**config.mk**
```make
export PLATFORM = sky130hd
export DESIGN_NAME = led_speed_ctrl_flat
export DESIGN_NICKNAME = d
export VERILOG_FILES = /design/src/rtl/led_speed_ctrl_pkg.sv /design/src/rtl/led_speed_ctrl_if.sv /design/src/rtl/led_speed_ctrl_sd_debounce.sv /design/src/rtl/led_speed_ctrl.sv /design/src/flat_wrapper.sv
export SDC_FILE = /design/constraint.sdc
export NUM_CORES = 1
export LEC_CHECK = 0
export BUFFER_PORTS_ARGS = -buffer_cell sky130_fd_sc_hd__buf_2
export CORE_MARGIN = 1.5
export CORE_UTILIZATION = 62
export CTS_CLUSTER_DIAMETER = 120
export DETAILED_ROUTE_END_ITERATION = 10
export GPL_TIMING_DRIVEN = 0
export PLACE_DENSITY = 0.79
export SETUP_SLACK_MARGIN = 0.02
export SYNTH_ARGS = -nofsm -noshare
export SYNTH_HDL_FRONTEND = slang
export SYNTH_HIERARCHICAL = 1
export SYNTH_SLANG_ARGS = --single-unit
export TNS_END_PERCENT = 50
```
**constraint.sdc**
```tcl
create_clock -name clk -period 2.6 [get_ports clk]
set_clock_uncertainty 0.2 [all_clocks]
set_input_delay 0.13 -clock clk [delete_from_list [all_inputs] [get_ports clk]]
set_output_delay 0.13 -clock clk [all_outputs]
set_load 0.03 [all_outputs]
```
**src/rtl/led_speed_ctrl_pkg.sv**
```systemverilog
// Shared types and constants for the LED shift-rate controller.
package led_ctrl_pkg;

    typedef enum logic [1:0] {
        IDLE,
        RUN,
        PEND
    } state_t;

    localparam logic SPEED_SLOW = 1'b0;
    localparam logic SPEED_FAST = 1'b1;

endpackage

```
**src/rtl/led_speed_ctrl_if.sv**
```systemverilog
// Board-side signal bundle of the LED rate controller: speed input, run gate,
// shift-enable pulse and status.
interface led_speed_ctrl_if;

    logic sd_in;
    logic run;
    logic shift_en;
    logic speed_sel;
    logic pending;

    modport master (
        output sd_in,
        output run,
        input  shift_en,
        input  speed_sel,
        input  pending
    );

    modport slave (
        input  sd_in,
        input  run,
        output shift_en,
        output speed_sel,
        output pending
    );

endinterface

```
**src/rtl/led_speed_ctrl_sd_debounce.sv**
```systemverilog
// Two-flop synchronizer plus stable-level debouncer; sd_db only moves after
// the synchronized input has differed from it for DB_CYCLES consecutive cycles.
module sd_debounce #(
    parameter int unsigned DB_CYCLES = 1_000_000
) (
    input  logic clk,
    input  logic rst_n,
    input  logic sd_in,
    output logic sd_db
);

    localparam int unsigned CW = $clog2(DB_CYCLES + 1);

    logic          sync1_q;
    logic          sync2_q;
    logic          sd_db_q;
    logic          sd_db_d;
    logic [CW-1:0] cnt_q;
    logic [CW-1:0] cnt_d;

    always_comb begin
        cnt_d   = '0;
        sd_db_d = sd_db_q;
        if (sync2_q != sd_db_q) begin
            // Accept on the DB_CYCLES-th differing sample; counter falls back to 0.
            if (cnt_q == CW'(DB_CYCLES - 1)) begin
                sd_db_d = sync2_q;
            end else begin
                cnt_d = cnt_q + 1'b1;
            end
        end
    end

    always_ff @(posedge clk or negedge rst_n) begin
        if (!rst_n) begin
            sync1_q <= 1'b0;
            sync2_q <= 1'b0;
            sd_db_q <= 1'b0;
            cnt_q   <= '0;
        end else begin
            sync1_q <= sd_in;
            sync2_q <= sync1_q;
            sd_db_q <= sd_db_d;
            cnt_q   <= cnt_d;
        end
    end

    assign sd_db = sd_db_q;

endmodule

```
**src/rtl/led_speed_ctrl.sv**
```systemverilog
// Single-clock shift-enable generator with fast/slow rate applied only on period
// boundaries. Define LED_SPEED_TOGGLE_EN to treat sd_in as a toggling pushbutton.
module led_speed_ctrl
    import led_ctrl_pkg::*;
#(
    parameter int unsigned FAST_DIV  = 5_000_000,
    parameter int unsigned SLOW_MULT = 12,
    parameter int unsigned DB_CYCLES = 1_000_000
) (
    input  logic             clk,
    input  logic             rst_n,
    led_speed_ctrl_if.slave  bus
);

    localparam int unsigned SLOW_DIV = FAST_DIV * SLOW_MULT;
    localparam int unsigned CW       = $clog2(SLOW_DIV);

    logic          sd_db;
    logic          req;
    state_t        state_q;
    state_t        state_d;
    logic [CW-1:0] cnt_q;
    logic [CW-1:0] cnt_d;
    logic [CW-1:0] last;
    logic          wrap;
    logic          shift_en_q;
    logic          shift_en_d;
    logic          speed_q;
    logic          speed_d;
    logic          pending_q;
    logic          pending_d;

    sd_debounce #(
        .DB_CYCLES (DB_CYCLES)
    ) u_sd_debounce (
        .clk   (clk),
        .rst_n (rst_n),
        .sd_in (bus.sd_in),
        .sd_db (sd_db)
    );

`ifdef LED_SPEED_TOGGLE_EN
    logic req_q;
    logic req_d;
    logic sd_db_prev_q;

    always_comb begin
        req_d = req_q;
        if (sd_db && !sd_db_prev_q) begin
            req_d = ~req_q;
        end
    end

    always_ff @(posedge clk or negedge rst_n) begin
        if (!rst_n) begin
            req_q        <= 1'b0;
            sd_db_prev_q <= 1'b0;
        end else begin
            req_q        <= req_d;
            sd_db_prev_q <= sd_db;
        end
    end

    assign req = req_q;
`else
    assign req = sd_db;
`endif

    assign last = (speed_q == SPEED_FAST) ? CW'(FAST_DIV - 1) : CW'(SLOW_DIV - 1);
    assign wrap = (cnt_q == last);

    always_comb begin
        state_d    = state_q;
        cnt_d      = cnt_q;
        shift_en_d = 1'b0;
        speed_d    = speed_q;
        pending_d  = pending_q;
        case (state_q)
            IDLE: begin
                cnt_d     = '0;
                pending_d = 1'b0;
                speed_d   = req;
                if (bus.run) begin
                    state_d = RUN;
                end
            end
            RUN, PEND: begin
                if (!bus.run) begin
                    state_d   = IDLE;
                    cnt_d     = '0;
                    pending_d = 1'b0;
                end else begin
                    cnt_d      = wrap ? '0 : cnt_q + 1'b1;
                    shift_en_d = wrap;
                    // A change seen on a wrap cycle waits a full period at the old rate.
                    if (state_q == RUN) begin
                        if (req != speed_q) begin
                            state_d   = PEND;
                            pending_d = 1'b1;
                        end
                    end else if (wrap) begin
                        speed_d   = req;
                        pending_d = 1'b0;
                        state_d   = RUN;
                    end else if (req == speed_q) begin
                        pending_d = 1'b0;
                        state_d   = RUN;
                    end
                end
            end
            default: begin
                state_d   = IDLE;
                cnt_d     = '0;
                pending_d = 1'b0;
            end
        endcase
    end

    always_ff @(posedge clk or negedge rst_n) begin
        if (!rst_n) begin
            state_q    <= IDLE;
            cnt_q      <= '0;
            shift_en_q <= 1'b0;
            speed_q    <= SPEED_SLOW;
            pending_q  <= 1'b0;
        end else begin
            state_q    <= state_d;
            cnt_q      <= cnt_d;
            shift_en_q <= shift_en_d;
            speed_q    <= speed_d;
            pending_q  <= pending_d;
        end
    end

    assign bus.shift_en  = shift_en_q;
    assign bus.speed_sel = speed_q;
    assign bus.pending   = pending_q;

endmodule

```
**src/flat_wrapper.sv**
```systemverilog
// flat-port wrapper written by rule: the top's interface ports become plain ports
module led_speed_ctrl_flat import led_ctrl_pkg::*;
#(
    parameter int unsigned FAST_DIV  = 5_000_000,
    parameter int unsigned SLOW_MULT = 12,
    parameter int unsigned DB_CYCLES = 1_000_000
)
  (clk, rst_n, bus_sd_in, bus_run, bus_shift_en, bus_speed_sel, bus_pending);
  led_speed_ctrl_if bus_i ();
  input  logic clk;
  input  logic rst_n;
  input wire logic [$bits(bus_i.sd_in)-1:0] bus_sd_in;
  input wire logic [$bits(bus_i.run)-1:0] bus_run;
  output wire logic [$bits(bus_i.shift_en)-1:0] bus_shift_en;
  output wire logic [$bits(bus_i.speed_sel)-1:0] bus_speed_sel;
  output wire logic [$bits(bus_i.pending)-1:0] bus_pending;
  assign bus_i.sd_in = bus_sd_in;
  assign bus_i.run = bus_run;
  assign bus_shift_en = bus_i.shift_en;
  assign bus_speed_sel = bus_i.speed_sel;
  assign bus_pending = bus_i.pending;
  led_speed_ctrl #(.FAST_DIV(FAST_DIV), .SLOW_MULT(SLOW_MULT), .DB_CYCLES(DB_CYCLES)) u_core (.clk(clk), .rst_n(rst_n), .bus(bus_i));
endmodule
```
==> qor.csv <==
stage;metric;value;unit
status;run_status;finished, final reports clean;
critical_path;slowest_stage;or4_4;
floorplanning;ios;7;
cells_and_area;fin_area;3017;um^2
detailed_routing;antenna_left;0;
logic_synthesis;async_flop_share;1.000;
logic_synthesis;synth_top_cell_by_area;dfrtp_1;
logic_synthesis;netlist_area;2806;um^2
cells_and_area;fillers;363;
logic_synthesis;synth_ff_type;dfrtp_1;
logic_synthesis;synthDistinctLibCells;44;
detailed_routing;firstDrtPassIters;4;
grt;grtUsageMet3;0.04329;
logic_synthesis;postSynthCellCount;292;
cells_and_area;insertedDiodeCount;0;
placed_design;place_hpwl;3.466;mm
critical_path;cp_slowest_stage_delay;530;ps
logic_synthesis;synth_area_leaders;dfrtp_1 (48%), xnor2_1 (9.4%), nor2_1 (7.5%);
critical_path;crit_cells;5;
power_and_ir_drop;p_comb_frac;0.140;
grt;overflow;0;
clocking;cts.sinks;54;
job;max-cap-violations;0;
cells_and_area;syn_to_final_growth;7.490;%
detailed_routing;drt_iter0_markers;181;
logic_synthesis;synth_edf_count;0;
grt;use_met1;0.3276;
floorplanning;rows;24;
critical_path;cp.required;2580;ps
cells_and_area;drive_gt1_frac;0.08442;
placed_design;gp_congestion;0.8771;
critical_path;crit_chain;or4_1, or4_4, o21ai_4, buf_6, nor2_1;
critical_path;startpoint_type;register;
critical_path;r2r_cells;5;
floorplanning;start_util;0.6445;
clocking;clk_pin_slew;80;ps
clocking;numCtsBuffers;5;
logic_synthesis;syn_area_per_cell;9.611;um^2
floorplanning;die_x;70.28;um
floorplanning;die_h;70.28;um
grt;grtUsageTotal;0.2352;
logic_synthesis;ys_ff_latch;54;
timing;setup_viol;0;
grt;met2_usage;0.3753;
floorplanning;die-area;4939;um^2
grt;grt_pass1_wl;9.349;mm
power_and_ir_drop;p_clk_frac;0.281;
critical_path;cp.arrival;2380;ps
critical_path;cp-end-kind;register;
logic_synthesis;yosysWarnings;6;
timing;worst_slew_pin_slew;1154;ps
timing;fin_crit;2392;ps
logic_synthesis;ys_seq_area_frac;0.4815;
clocking;clkLatencyLatePin;290;ps
logic_synthesis;synth_fp_nets;301;
critical_path;cp_num_buf_inv;1;
critical_path;critical_path_class;reg2reg;
timing;fmax;418.1;MHz
detailed_routing;drc;0;
detailed_routing;routedWlPerCell;13.96;um
power_and_ir_drop;power.density;502.2;nW/um^2
power_and_ir_drop;switching_share;0.2555;
floorplanning;core_area;4354;um^2
timing;slew_viol_final;0;
timing;hold_viol;0;
power_and_ir_drop;irDropWorstVdd;0.4010;mV
grt;grt-busiest-layer;met2;
critical_path;critPathTopFamily;simple AND/OR/NAND/NOR gates;
grt;antenna_found_initial;0;
timing;relSlewSlack;0.2308;
clocking;postCtsSetupBuffers;0;
grt;grt_pass1_vias;2080;
clocking;htree_levels;2;
timing;period_share;0.9199;
detailed_routing;finalWirelength;5.024;mm
power_and_ir_drop;total_leakage_power;1.187;nW
detailed_routing;via_per_inst;5.725;
critical_path;cp_max_fo;10;
clocking;cts-root-buf;clkbuf_8;
worst_hold_path;worst_hold_path_type;reg2reg;
power_and_ir_drop;seq_power_share;0.578;
cells_and_area;final_nets;317;
worst_hold_path;whs_path_depth;0;
placed_design;dpl_cell_area;2902;um^2
power_and_ir_drop;p_sw;0.3871;mW
clocking;cts_tree;yes;
grt;grt_max_degree;55;
placed_design;portBuffers;6;
detailed_routing;via_count;2061;
timing;tns;0;ps
clocking;clock_path_buffers;2;
logic_synthesis;synth_top_area_frac;0.4815;
timing;rsz0062_at_grt;no;
power_and_ir_drop;power.internal;1.128;mW
[logic make-up after synthesis]
group / after synthesis / share of synthesized area
buffers and inverters: 24 / 0.04458
xor gates and xnor gates: 42 / 0.1311
AOI/OAI and AO/OA: 23 / 0.05707
DFF: 54 / 0.4815
muxes: 2 / 0.008024
and+or+nand+nor: 142 / 0.2555
adders and majority gates: 5 / 0.02229
[sequential cells by signal (all words and copies together), names as in the netlist]
signal                        flops
u_core/cnt_q                     26
u_core/u_sd_debounce/cnt_q       20
u_core/state_q                    2
u_core/bus.pending                1
u_core/bus.shift_en               1
u_core/bus.speed_sel              1
u_core/u_sd_debounce/sd_db        1
u_core/u_sd_debounce/sync1_q      1
u_core/u_sd_debounce/sync2_q      1
[layout by cell type (no fill, tap or decap), types with 2 or more instances in the layout]
cell type      netlist  layout
nor2_1              56      56
dfrtp_1             54      54
xnor2_1             30      30
inv_1               17      17
nand2_1             15      15
nand3_1             15      15
xor2_1              12      12
nor4_1               8       8
nand4_1              8       8
nor3_1               8       8
and3_1               7       7
buf_2                0       6
o21ai_0              6       6
a21oi_1              6       6
clkbuf_8             0       5
nor2b_1              5       5
ha_1                 5       5
buf_6                4       4
clkbuf_1             1       3
dlygate4sd3_1        0       3
or4_1                3       3
o2111ai_1            2       2
nand4b_1             2       2
nand2b_1             2       2
o31ai_1              2       2
nand3b_1             2       2
nor3b_1              2       2
[repair_timing]
action / in CTS / in global routing
setup endpoints to repair: 0 / 20
gates resized for setup: 0 / 1
hold endpoints to repair: 57 / 0
hold buffers: 3 / 0
[worst paths after layout]
check | startpoint | end | slack (ps)
min | u_core/u_sd_debounce/sync1_q$_DFF_PN0_ | u_core/u_sd_debounce/sync2_q$_DFF_PN0_ | 160
min in group asynchronous | rst_n | u_core/cnt_q[2]$_DFF_PN0_ | 390
max | u_core/u_sd_debounce/cnt_q[11]$_DFF_PN0_ | u_core/u_sd_debounce/cnt_q[13]$_DFF_PN0_ | 210
min reg2reg | u_core/u_sd_debounce/sync1_q$_DFF_PN0_ | u_core/u_sd_debounce/sync2_q$_DFF_PN0_ | 160
max reg2reg | u_core/u_sd_debounce/cnt_q[11]$_DFF_PN0_ | u_core/u_sd_debounce/cnt_q[13]$_DFF_PN0_ | 210
max in group asynchronous | rst_n | u_core/cnt_q[14]$_DFF_PN0_ | 1090
[cell type report]
type	count	area, um^2	area share
timing repair buffer	9	60.06	0.01991
clock buffer	7	76.32	0.02530
multi-input combinational	214	1339	0.4438
inverter	17	63.81	0.02115
sequential	54	1351	0.4479
buffer	7	61.31	0.02032
tap	52	65.06	0.02157
[stage by stage]
step	worst slack [ps]	util	instances	hold WS, ps	total power [mW]
2_1_floorplan	391.8	-	292	-365.6	1.042
3_3_place_gp	240.3	0.6664	350	43.40	1.095
3_5_place_dp	218.4	0.6664	350	39.97	1.104
4_1_cts	207.9	0.6908	360	167.7	1.538
5_1_grt	86.88	0.6928	360	175.8	1.596
6_report	208.3	0.6928	360	161.6	1.515
[routing by layer]
layer	vias to the layer above	part of all wire
li1	1026	-
met1	1006	0.48
met2	27	0.49
met3	2	0.027
met4	0	0.0054
met5	-	0
[cell usage after synthesis (4+ instances only)]
library cell / count
dfrtp_1: 54
nand2_1: 15
nor3_1: 8
nor2_1: 56
nand3_1: 15
nor4_1: 8
ha_1: 5
xor2_1: 12
a21oi_1: 6
inv_1: 17
buf_6: 4
o21ai_0: 6
and3_1: 7
xnor2_1: 30
nor2b_1: 5
nand4_1: 8
[power by group through the flow]
stage,Clock [mW],Combinational (mW),Sequential [mW]
after floorplan,0,0.153,0.889
after global placement,0,0.204,0.892
after detailed placement,0,0.210,0.893
after CTS,0.446,0.215,0.877
after global routing,0.472,0.244,0.880
final,0.426,0.212,0.876
(Power assumes the default switching activity.)
